File: config.mk
export PLATFORM = sky130hd
export DESIGN_NAME = sram_out_arb_ctrl_flat
export DESIGN_NICKNAME = d
export VERILOG_FILES = /design/src/rtl/sram_out_arb_ctrl_if.sv /design/src/rtl/sram_out_arb_ctrl.sv /design/src/flat_wrapper.sv
export SDC_FILE = /design/constraint.sdc
export NUM_CORES = 1
export LEC_CHECK = 0
export CAP_MARGIN = 15
export CORE_AREA = 2 2 100 102
export DETAILED_ROUTE_END_ITERATION = 12
export DIE_AREA = 0 0 102 104
export GPL_TIMING_DRIVEN = 0
export PLACE_DENSITY = 0.82
export SYNTH_ARGS = -nofsm -noshare
export SYNTH_HDL_FRONTEND = slang
export SYNTH_SLANG_ARGS = --single-unit
File: constraint.sdc
create_clock -name clk -period 4.76 [get_ports clk]
set_input_delay 0.952 -clock clk [delete_from_list [all_inputs] [get_ports clk]]
set_output_delay 0.952 -clock clk [all_outputs]
set_load 0.05 [all_outputs]
File: src/rtl/sram_out_arb_ctrl_if.sv
// Bus bundle for sram_out_arb_ctrl: write-burst channel, two reader
// request/response channels and the SRAM-side write/read ports.
// slave  = the controller's view, master = the surrounding environment.
interface sram_out_arb_ctrl_if #(
  parameter int AW = 13,
  parameter int DW = 32
);
  // accelerator write burst
  logic          wr_start;
  logic [AW-1:0] wr_base;
  logic [AW:0]   wr_len;
  logic          wr_valid;
  logic [DW-1:0] wr_data;
  logic          wr_ready;
  logic          wr_busy;
  logic          wr_done;
  // reader 0 (host read)
  logic          rd0_req_valid;
  logic [AW-1:0] rd0_req_addr;
  logic          rd0_req_ready;
  logic          rd0_rsp_valid;
  logic [DW-1:0] rd0_rsp_data;
  logic          rd0_rsp_ready;
  // reader 1 (drain DMA)
  logic          rd1_req_valid;
  logic [AW-1:0] rd1_req_addr;
  logic          rd1_req_ready;
  logic          rd1_rsp_valid;
  logic [DW-1:0] rd1_rsp_data;
  logic          rd1_rsp_ready;
  // SRAM ports
  logic          sram_wsbn;
  logic [AW-1:0] sram_waddr;
  logic [DW-1:0] sram_wdata;
  logic          sram_csbn;
  logic [AW-1:0] sram_raddr;
  logic [DW-1:0] sram_rdata;

  modport slave (
    input  wr_start, wr_base, wr_len, wr_valid, wr_data,
    input  rd0_req_valid, rd0_req_addr, rd0_rsp_ready,
    input  rd1_req_valid, rd1_req_addr, rd1_rsp_ready,
    input  sram_rdata,
    output wr_ready, wr_busy, wr_done,
    output rd0_req_ready, rd0_rsp_valid, rd0_rsp_data,
    output rd1_req_ready, rd1_rsp_valid, rd1_rsp_data,
    output sram_wsbn, sram_waddr, sram_wdata, sram_csbn, sram_raddr
  );

  modport master (
    output wr_start, wr_base, wr_len, wr_valid, wr_data,
    output rd0_req_valid, rd0_req_addr, rd0_rsp_ready,
    output rd1_req_valid, rd1_req_addr, rd1_rsp_ready,
    output sram_rdata,
    input  wr_ready, wr_busy, wr_done,
    input  rd0_req_ready, rd0_rsp_valid, rd0_rsp_data,
    input  rd1_req_ready, rd1_rsp_valid, rd1_rsp_data,
    input  sram_wsbn, sram_waddr, sram_wdata, sram_csbn, sram_raddr
  );
endinterface

File: src/rtl/sram_out_arb_ctrl.sv
// Output-SRAM controller: sequences accelerator write bursts with an
// auto-incrementing (wrapping) address and arbitrates the single read port
// between rd0 (host) and rd1 (drain DMA) with a 1-cycle registered read.
// Reads are held off for one cycle when they hit the word being written.
// Build option: SRAM_OUT_ARB_RR_EN selects round-robin arbitration;
// without it rd0 has fixed priority over rd1.
module sram_out_arb_ctrl #(
  parameter int AW = 13,
  parameter int DW = 32
) (
  input logic clk,
  input logic rst_n,
  sram_out_arb_ctrl_if.slave bus
);

  typedef enum logic [1:0] {WR_IDLE, WR_BURST, WR_DONE} wr_state_t;

  localparam logic [AW:0] LAST_WORD = 1;

  wr_state_t     wr_state, wr_state_next;
  logic [AW-1:0] wr_addr, wr_addr_next;
  logic [AW:0]   wr_remaining, wr_remaining_next;
  logic          wr_accept;

  // write burst state register
  always_ff @(posedge clk or negedge rst_n) begin
    if (!rst_n) begin
      wr_state     <= WR_IDLE;
      wr_addr      <= '0;
      wr_remaining <= '0;
    end else begin
      wr_state     <= wr_state_next;
      wr_addr      <= wr_addr_next;
      wr_remaining <= wr_remaining_next;
    end
  end

  // write burst sequencing; address wraps naturally at the AW-bit boundary
  always_comb begin
    wr_state_next     = wr_state;
    wr_addr_next      = wr_addr;
    wr_remaining_next = wr_remaining;
    wr_accept         = 1'b0;
    case (wr_state)
      WR_IDLE: begin
        if (bus.wr_start) begin
          if (bus.wr_len == '0) begin
            wr_state_next = WR_DONE;
          end else begin
            wr_state_next     = WR_BURST;
            wr_addr_next      = bus.wr_base;
            wr_remaining_next = bus.wr_len;
          end
        end
      end
      WR_BURST: begin
        wr_accept = bus.wr_valid;
        if (wr_accept) begin
          wr_addr_next      = wr_addr + 1'b1;
          wr_remaining_next = wr_remaining - 1'b1;
          if (wr_remaining == LAST_WORD) wr_state_next = WR_DONE;
        end
      end
      WR_DONE: wr_state_next = WR_IDLE;
      default: wr_state_next = WR_IDLE;
    endcase
  end

  assign bus.wr_ready   = (wr_state == WR_BURST);
  assign bus.wr_busy    = (wr_state != WR_IDLE);
  assign bus.wr_done    = (wr_state == WR_DONE);
  assign bus.sram_wsbn  = wr_accept;
  assign bus.sram_waddr = wr_addr;
  assign bus.sram_wdata = bus.wr_data;

  // ---------------- read arbitration ----------------
  logic [1:0]    req_valid, rsp_ready, cand, grant, rsp_valid;
  logic [AW-1:0] req_addr [2];
  logic [DW-1:0] rd_data;
  logic          rd_pend, rd_owner, slot_free;

  assign req_valid   = {bus.rd1_req_valid, bus.rd0_req_valid};
  assign rsp_ready   = {bus.rd1_rsp_ready, bus.rd0_rsp_ready};
  assign req_addr[0] = bus.rd0_req_addr;
  assign req_addr[1] = bus.rd1_req_addr;

  // the single response slot frees up in the same cycle its owner consumes it
  assign slot_free = !rd_pend || rsp_ready[rd_owner];

  // rst_n gating keeps req_ready low and csbn high while reset is held
  generate
    for (genvar gi = 0; gi < 2; gi++) begin : g_reader
      assign cand[gi] = rst_n && req_valid[gi] && slot_free &&
                        !(wr_accept && (req_addr[gi] == wr_addr));
      assign rsp_valid[gi] = rd_pend && (rd_owner == 1'(gi));
    end
  endgenerate

`ifdef SRAM_OUT_ARB_RR_EN
  logic rr_ptr, rr_alt;
  assign rr_alt = ~rr_ptr;

  // preferred reader first, otherwise the other one
  always_comb begin
    grant = '0;
    if (cand[rr_ptr])      grant[rr_ptr] = 1'b1;
    else if (cand[rr_alt]) grant[rr_alt] = 1'b1;
  end

  // after a grant, the reader that was not granted becomes preferred
  always_ff @(posedge clk or negedge rst_n) begin
    if (!rst_n)      rr_ptr <= 1'b0;
    else if (|grant) rr_ptr <= ~grant[1];
  end
`else
  // fixed priority: rd1 only gets the port when rd0 cannot use it
  assign grant = {cand[1] & ~cand[0], cand[0]};
`endif

  // track the outstanding response and its owner
  always_ff @(posedge clk or negedge rst_n) begin
    if (!rst_n) begin
      rd_pend  <= 1'b0;
      rd_owner <= 1'b0;
    end else if (|grant) begin
      rd_pend  <= 1'b1;
      rd_owner <= grant[1];
    end else if (slot_free) begin
      rd_pend  <= 1'b0;
    end
  end

  // SRAM holds rdata while csbn is high, so a stalled response stays stable
  assign rd_data           = bus.sram_rdata;
  assign bus.sram_csbn     = ~|grant;
  assign bus.sram_raddr    = grant[1] ? req_addr[1] : req_addr[0];
  assign bus.rd0_req_ready = grant[0];
  assign bus.rd1_req_ready = grant[1];
  assign bus.rd0_rsp_valid = rsp_valid[0];
  assign bus.rd1_rsp_valid = rsp_valid[1];
  assign bus.rd0_rsp_data  = rd_data;
  assign bus.rd1_rsp_data  = rd_data;

endmodule

File: src/flat_wrapper.sv
// flat-port wrapper written by rule: the top's interface ports become plain ports
module sram_out_arb_ctrl_flat 
#(
  parameter int AW = 13,
  parameter int DW = 32
)
  (clk, rst_n, bus_wr_start, bus_wr_base, bus_wr_len, bus_wr_valid, bus_wr_data, bus_rd0_req_valid, bus_rd0_req_addr, bus_rd0_rsp_ready, bus_rd1_req_valid, bus_rd1_req_addr, bus_rd1_rsp_ready, bus_sram_rdata, bus_wr_ready, bus_wr_busy, bus_wr_done, bus_rd0_req_ready, bus_rd0_rsp_valid, bus_rd0_rsp_data, bus_rd1_req_ready, bus_rd1_rsp_valid, bus_rd1_rsp_data, bus_sram_wsbn, bus_sram_waddr, bus_sram_wdata, bus_sram_csbn, bus_sram_raddr);
  sram_out_arb_ctrl_if #(.AW(AW), .DW(DW)) bus_i ();
  input logic clk;
  input logic rst_n;
  input wire logic [$bits(bus_i.wr_start)-1:0] bus_wr_start;
  input wire logic [$bits(bus_i.wr_base)-1:0] bus_wr_base;
  input wire logic [$bits(bus_i.wr_len)-1:0] bus_wr_len;
  input wire logic [$bits(bus_i.wr_valid)-1:0] bus_wr_valid;
  input wire logic [$bits(bus_i.wr_data)-1:0] bus_wr_data;
  input wire logic [$bits(bus_i.rd0_req_valid)-1:0] bus_rd0_req_valid;
  input wire logic [$bits(bus_i.rd0_req_addr)-1:0] bus_rd0_req_addr;
  input wire logic [$bits(bus_i.rd0_rsp_ready)-1:0] bus_rd0_rsp_ready;
  input wire logic [$bits(bus_i.rd1_req_valid)-1:0] bus_rd1_req_valid;
  input wire logic [$bits(bus_i.rd1_req_addr)-1:0] bus_rd1_req_addr;
  input wire logic [$bits(bus_i.rd1_rsp_ready)-1:0] bus_rd1_rsp_ready;
  input wire logic [$bits(bus_i.sram_rdata)-1:0] bus_sram_rdata;
  output wire logic [$bits(bus_i.wr_ready)-1:0] bus_wr_ready;
  output wire logic [$bits(bus_i.wr_busy)-1:0] bus_wr_busy;
  output wire logic [$bits(bus_i.wr_done)-1:0] bus_wr_done;
  output wire logic [$bits(bus_i.rd0_req_ready)-1:0] bus_rd0_req_ready;
  output wire logic [$bits(bus_i.rd0_rsp_valid)-1:0] bus_rd0_rsp_valid;
  output wire logic [$bits(bus_i.rd0_rsp_data)-1:0] bus_rd0_rsp_data;
  output wire logic [$bits(bus_i.rd1_req_ready)-1:0] bus_rd1_req_ready;
  output wire logic [$bits(bus_i.rd1_rsp_valid)-1:0] bus_rd1_rsp_valid;
  output wire logic [$bits(bus_i.rd1_rsp_data)-1:0] bus_rd1_rsp_data;
  output wire logic [$bits(bus_i.sram_wsbn)-1:0] bus_sram_wsbn;
  output wire logic [$bits(bus_i.sram_waddr)-1:0] bus_sram_waddr;
  output wire logic [$bits(bus_i.sram_wdata)-1:0] bus_sram_wdata;
  output wire logic [$bits(bus_i.sram_csbn)-1:0] bus_sram_csbn;
  output wire logic [$bits(bus_i.sram_raddr)-1:0] bus_sram_raddr;
  assign bus_i.wr_start = bus_wr_start;
  assign bus_i.wr_base = bus_wr_base;
  assign bus_i.wr_len = bus_wr_len;
  assign bus_i.wr_valid = bus_wr_valid;
  assign bus_i.wr_data = bus_wr_data;
  assign bus_i.rd0_req_valid = bus_rd0_req_valid;
  assign bus_i.rd0_req_addr = bus_rd0_req_addr;
  assign bus_i.rd0_rsp_ready = bus_rd0_rsp_ready;
  assign bus_i.rd1_req_valid = bus_rd1_req_valid;
  assign bus_i.rd1_req_addr = bus_rd1_req_addr;
  assign bus_i.rd1_rsp_ready = bus_rd1_rsp_ready;
  assign bus_i.sram_rdata = bus_sram_rdata;
  assign bus_wr_ready = bus_i.wr_ready;
  assign bus_wr_busy = bus_i.wr_busy;
  assign bus_wr_done = bus_i.wr_done;
  assign bus_rd0_req_ready = bus_i.rd0_req_ready;
  assign bus_rd0_rsp_valid = bus_i.rd0_rsp_valid;
  assign bus_rd0_rsp_data = bus_i.rd0_rsp_data;
  assign bus_rd1_req_ready = bus_i.rd1_req_ready;
  assign bus_rd1_rsp_valid = bus_i.rd1_rsp_valid;
  assign bus_rd1_rsp_data = bus_i.rd1_rsp_data;
  assign bus_sram_wsbn = bus_i.sram_wsbn;
  assign bus_sram_waddr = bus_i.sram_waddr;
  assign bus_sram_wdata = bus_i.sram_wdata;
  assign bus_sram_csbn = bus_i.sram_csbn;
  assign bus_sram_raddr = bus_i.sram_raddr;
  sram_out_arb_ctrl #(.AW(AW), .DW(DW)) u_core (.clk(clk), .rst_n(rst_n), .bus(bus_i));
endmodule
Word-level counts from Yosys, hierarchy flattened
Cells that the tools add are included.

Output and inout bits: 131. Memories: 0. Bits in latches: 0. ROM bits: 0. Bits in registers: 31. Memory bits (writable): 0. Input port bits: 125.

Equality and inequality tests: 9. Divide/modulo/power cells: 0. Order comparisons: 1. Reductions and logical operators: 23. Muxes and demuxes: 19. Multiply operators: 0. Bitwise operators: 3. Add/subtract/negate cells: 2. Shift-type cells: 0.

Operators with widths (count): 13-bit 2-to-1 mux (4); 14-bit 2-to-1 mux (3); 14-bit case mux with 2 select lines (1); 13-bit equality test (2); 13-bit case mux with 2 select lines (1); 14-bit by 1-bit equality test with 1-bit output, second input constant (1); 14-bit zero test (1); 14-bit by 1-bit subtractor with 14-bit output, second input constant (1); 13-bit by 1-bit adder with 13-bit output, second input constant (1); 1-bit logical AND (10); 2-bit 2-to-1 mux (4); 2-bit != test, second input constant (3); 2-bit nonzero test (3); 1-bit 2-to-1 mux (5); 1-bit zero test (4); 2-bit case mux with 2 select lines (1); 4-bit AND reduction (1); 3-bit AND reduction (1); 2-bit by 1-bit equality test with 1-bit output, second input constant (1); 2-bit equality test, second input constant (1); 2-bit zero test (1); 1-bit by 2-bit < comparator with 1-bit output, second input constant (1); 2-bit by 1-bit != test with 1-bit output, second input constant (1); 1-bit NOT (2); 3 further kinds (3).

Logic depth before layout (Yosys ltp)
Depth after elaboration: 9. Mapped depth: 9.

Worst setup path after synthesis
Ideal clock, no wire load.

Kind: input-to-output. Start: input port bus_rd0_req_addr[11]. End: output port bus_sram_csbn. Path slack: 1232 ps. Data required time: 3808 ps. Buffers on the path: 0. Cell stages on the path: 5. Arrival: 2576 ps. Path through: xnor2_1 nand4_1 nor4_2 nor2_1 nor2_1.

Longest elaborated chain between the ends: 8.

Ends and longest elaborated chain: from (decl) (line flat_wrapper.sv:17) `input wire logic [$bits(bus_i.rd0_req_addr)-1:0] bus_rd0_req_addr;`; 13-bit equality test (*) (line sram_out_arb_ctrl.sv:94) `!(wr_accept && (req_addr[gi] == wr_addr));`; 1-bit logical AND (*) (line sram_out_arb_ctrl.sv:94); 1-bit zero test (*) (line sram_out_arb_ctrl.sv:94); 1-bit logical AND (*) (line sram_out_arb_ctrl.sv:93) `assign cand[gi] = rst_n && req_valid[gi] && slot_free &&`; net bus_rd0_req_ready (line flat_wrapper.sv:26) `output wire logic [$bits(bus_i.rd0_req_ready)-1:0] bus_rd0_req_ready;`; 1-bit NOT (line sram_out_arb_ctrl.sv:117) `assign grant = {cand[1] & ~cand[0], cand[0]};`; 1-bit AND (line sram_out_arb_ctrl.sv:117); 2-bit OR reduction (*) (line sram_out_arb_ctrl.sv:135) `assign bus.sram_csbn = ~|grant;`; 1-bit zero test (*) (line sram_out_arb_ctrl.sv:135); to (decl) (line flat_wrapper.sv:35) `output wire logic [$bits(bus_i.sram_csbn)-1:0] bus_sram_csbn;`.

Mark *: on every way through the listed nets, which the timed path passes. The rest lies on a longest branch.

Worst setup path after layout
Start: input port bus_rd1_req_addr[7]. End: output port bus_sram_raddr[8].

Longest elaborated chain between the ends: 6.

Ends and longest elaborated chain: from (decl) (line flat_wrapper.sv:20) `input wire logic [$bits(bus_i.rd1_req_addr)-1:0] bus_rd1_req_addr;`; 13-bit equality test (line sram_out_arb_ctrl.sv:94); 1-bit logical AND (line sram_out_arb_ctrl.sv:94); 1-bit zero test (line sram_out_arb_ctrl.sv:94); 1-bit logical AND (line sram_out_arb_ctrl.sv:93); 1-bit AND (line sram_out_arb_ctrl.sv:117); 13-bit 2-to-1 mux (line sram_out_arb_ctrl.sv:136) `assign bus.sram_raddr = grant[1] ? req_addr[1] : req_addr[0];`; to (decl) (line flat_wrapper.sv:36) `output wire logic [$bits(bus_i.sram_raddr)-1:0] bus_sram_raddr;`.

No other way between the ends.

==> results.json <==
{
  "status": "finished, final reports clean",
  "cp-endpoint": "bus_sram_raddr[8]",
  "vias_per_cell": 4.98,
  "r2r_end": "u_core.wr_remaining[10]",
  "relSlewSlack": 0.490,
  "ys.flop_type": "dfrtp_1",
  "synth_largest_area_cell": "dfrtp_1",
  "clock-skew-final_ns": 0.00222,
  "ys_seq_area_frac": 0.246,
  "grt_start_max_net_pins": 34,
  "cap_violations": 0,
  "nets": 714,
  "powerDensity_nw_per_um2": 464,
  "cp_max_fo": 10,
  "ys_ff_latch": 31,
  "synthArstFlopShare": 1.00,
  "synth_most_common_cell": "buf_4",
  "gp_congestion": 0.934,
  "core_um2": 9550,
  "swShare": 0.537,
  "netlist_instances": 388,
  "ant_nets": 0,
  "synth_top_area_share": 0.246,
  "die_x_um": 102,
  "pwr-share-comb": 0.705,
  "synth_common_cells": "buf_4, dfrtp_1, a21oi_1",
  "postSynthAreaPerCell_um2": 8.13,
  "p_clk_frac": 0.078,
  "fp.dieArea_um2": 10600,
  "cts.sinks": 31,
  "cts_root_buffer": "clkbuf_8",
  "startpoint": "bus_rd1_req_addr[7]",
  "wl_per_cell_um": 15.9,
  "synth.top_cells.by_area": "dfrtp_1, buf_4, xnor2_1",
  "final_cells": 718,
  "drive_gt1_frac": 0.234,
  "start_kind": "input port",
  "num_vias": 3576,
  "cts_buffers": 5,
  "r2r_cells": 6,
  "ys_types": 46,
  "critPathArrivalTime_ns": 3.70,
  "utilization": 0.557,
  "synth-simple-area-share": 0.204,
  "muxShareOfSynthArea": 0.0634,
  "track_usage": 0.200,
  "required_ns": 3.81,
  "synth_compound_area_frac": 0.142,
  "path_class": "in -> out",
  "n_fill_cell": 856,
  "drtIter0Drc": 210,
  "routed_wl_um": 11400,
  "met1_usage": 0.220,
  "hold_slack_ns": 0.552,
  "synth_edf_count": 0,
  "fmax_mhz": 215,
  "antenna_found_initial": 0,
  "clk_latency_ns": 0.28,
  "worstReg2RegStart": "u_core.wr_state[0]",
  "start_util": 0.330,
  "peakVddDrop_mv": 0.240,
  "setup_viol": 0,
  "p_sw_mw": 1.32,
  "slew_viol_final": 0,
  "drc": 0,
  "r2r_slack_ns": 2.35,
  "drt_first_pass_iters": 4,
  "rows": 36,
  "pwr-share-seq": 0.217,
  "synthXorXnorAreaFrac": 0.0722,
  "worst_pin_slew_ns": 0.764,
  "ctsHtreeMaxLevel": 2,
  "clk_pin_slew_ns": 0.06,
  "diodes": 0,
  "grt_overflow": 0,
  "numPortBuffers": 191,
  "clk_path_buf_depth": 2,
  "syn-num-nets": 516,
  "p_int_mw": 1.14,
  "grtUsageMet3": 0.0477,
  "period_share": 0.977,
  "worst_hold_path_type": "reg -> reg",
  "hpwl_um": 9310,
  "hold_violations": 0,
  "end_kind": "output port",
  "grt_use_met2": 0.370,
  "die_y_um": 104,
  "syn2layout_area_growth_pct": 68.6,
  "hold_path_depth": 2,
  "synth_top_family_by_area": "buffers and inverters",
  "placed_cells": 712,
  "cts_tree": "yes",
  "grt_busiest_layer": "met2",
  "ios": 256,
  "syn_area_um2": 3160,
  "place_area_um2": 5230,
  "post-route-cell-area_um2": 5320,
  "grt_pass1_vias": 3534,
  "p_leak_nw": 2.22,
  "min_period_ns": 4.65,
  "synth-adder-area-share": 0.0119,
  "grt_pass1_wl_um": 17100,
  "yosysWarnings": 0
}
## how the worst min path moves through the flow
stage / startpoint / endpoint / slack [ns]
finish: u_core.rd_pend / u_core.rd_pend / 0.55
global route: u_core.rd_pend / u_core.rd_pend / 0.59
CTS: u_core.rd_pend / u_core.rd_pend / 0.55
detailed placement: u_core.rd_pend / u_core.rd_pend / 0.54
global placement: u_core.rd_pend / u_core.rd_pend / 0.51
floorplan: u_core.rd_pend / u_core.rd_pend / 0.48
## worst max-delay path, cell delays in order
cell             delay (ns)
clkdlybuf4s50_1        0.51
xnor2_1                0.14
nand4_1                0.12
nor4_1                 0.33
nor2_1                 0.12
o21ai_2                0.14
buf_2                  0.30
mux2_2                 0.38
clkdlybuf4s50_1        0.70
## power by group through the flow
stage,clock network (mW),registers [mW],logic (mW)
6_report,0.191,0.536,1.74
4_1_cts,0.195,0.532,1.73
2_1_floorplan,0,0.669,1.04
3_3_place_gp,0,0.526,1.68
5_1_grt,0.207,0.551,1.86
3_5_place_dp,0,0.535,1.72
## flip-flops by register name, summed over array words and instances, names as in the netlist
signal and count:
u_core.wr_remaining 14, u_core.bus.sram_waddr 13, u_core.wr_state 2, u_core.rd_owner 1
u_core.rd_pend 1
## layout by cell type (no fill, tap or decap), types with 2 or more instances in the layout
cell and instances:
nor4_1 4, o21ai_0 21, mux2_2 15, nand4_1 12, or3_4 3, mux2i_1 2, xnor2_1 26, ha_1 3
buf_4 96, dlymetal6s2s_1 7, and2_1 3, nand3b_1 6, nor2b_1 7, or4_4 2, nand2_1 18, o22ai_1 17
nor3_2 3, nand4b_1 2, and3_1 3, nor2_1 18, buf_2 5, a21oi_1 27, dfrtp_1 31, or2_2 2
clkdlybuf4s50_1 183, inv_1 5, clkbuf_1 17, nor3_1 6, nand3_1 14, a2bb2oi_1 3, nand2b_1 2, clkbuf_8 5
## per-stage QoR
| step | setup TNS (ns) | total power, mW | worst slack [ns] |
|---|---|---|---|
| 2_1_floorplan | 0 | 1.71 | 1.23 |
| 3_3_place_gp | -8.15 | 2.21 | -0.707 |
| 3_5_place_dp | 0 | 2.26 | 0.0581 |
| 4_1_cts | 0 | 2.45 | 0.0495 |
| 5_1_grt | -0.0125 | 2.61 | -0.0125 |
| 6_report | 0 | 2.47 | 0.108 |
## cell type report
| cell class | instances | area (um2) | share of cell area |
|---|---|---|---|
| Buffer | 117 | 805 | 0.151 |
| Inverter | 5 | 18.8 | 0.00353 |
| Sequential cell | 31 | 776 | 0.146 |
| Tap cell | 133 | 166 | 0.0313 |
| Clock buffer | 6 | 72.6 | 0.0136 |
| Timing Repair Buffer | 191 | 1920 | 0.362 |
| Multi-Input combinational cell | 235 | 1560 | 0.293 |
## layer usage
layer / vias up / part of all wire
li1: 1655 / -
met1: 1674 / 0.35
met2: 219 / 0.53
met3: 28 / 0.097
met4: 0 / 0.023
met5: - / 0
## cells by family (layout without fill, tap and decap cells)
kind of cell    count (synthesis)  in the layout
simple gates                  111            111
flops                          31             31
fa+ha+maj                       3              3
mux                            18             18
compound gates                 77             77
buf+inv                       122            319
xor+xnor                       26             26
## repair_timing
| action | CTS | global route |
|---|---|---|
| resized for setup | 0 | 7 |
| hold buffers | 0 | 0 |
| endpoints found under the hold margin | 0 | 0 |
| setup endpoints to repair | 0 | 7 |
| setup buffers | 0 | 0 |
(Power assumes the default switching activity.)
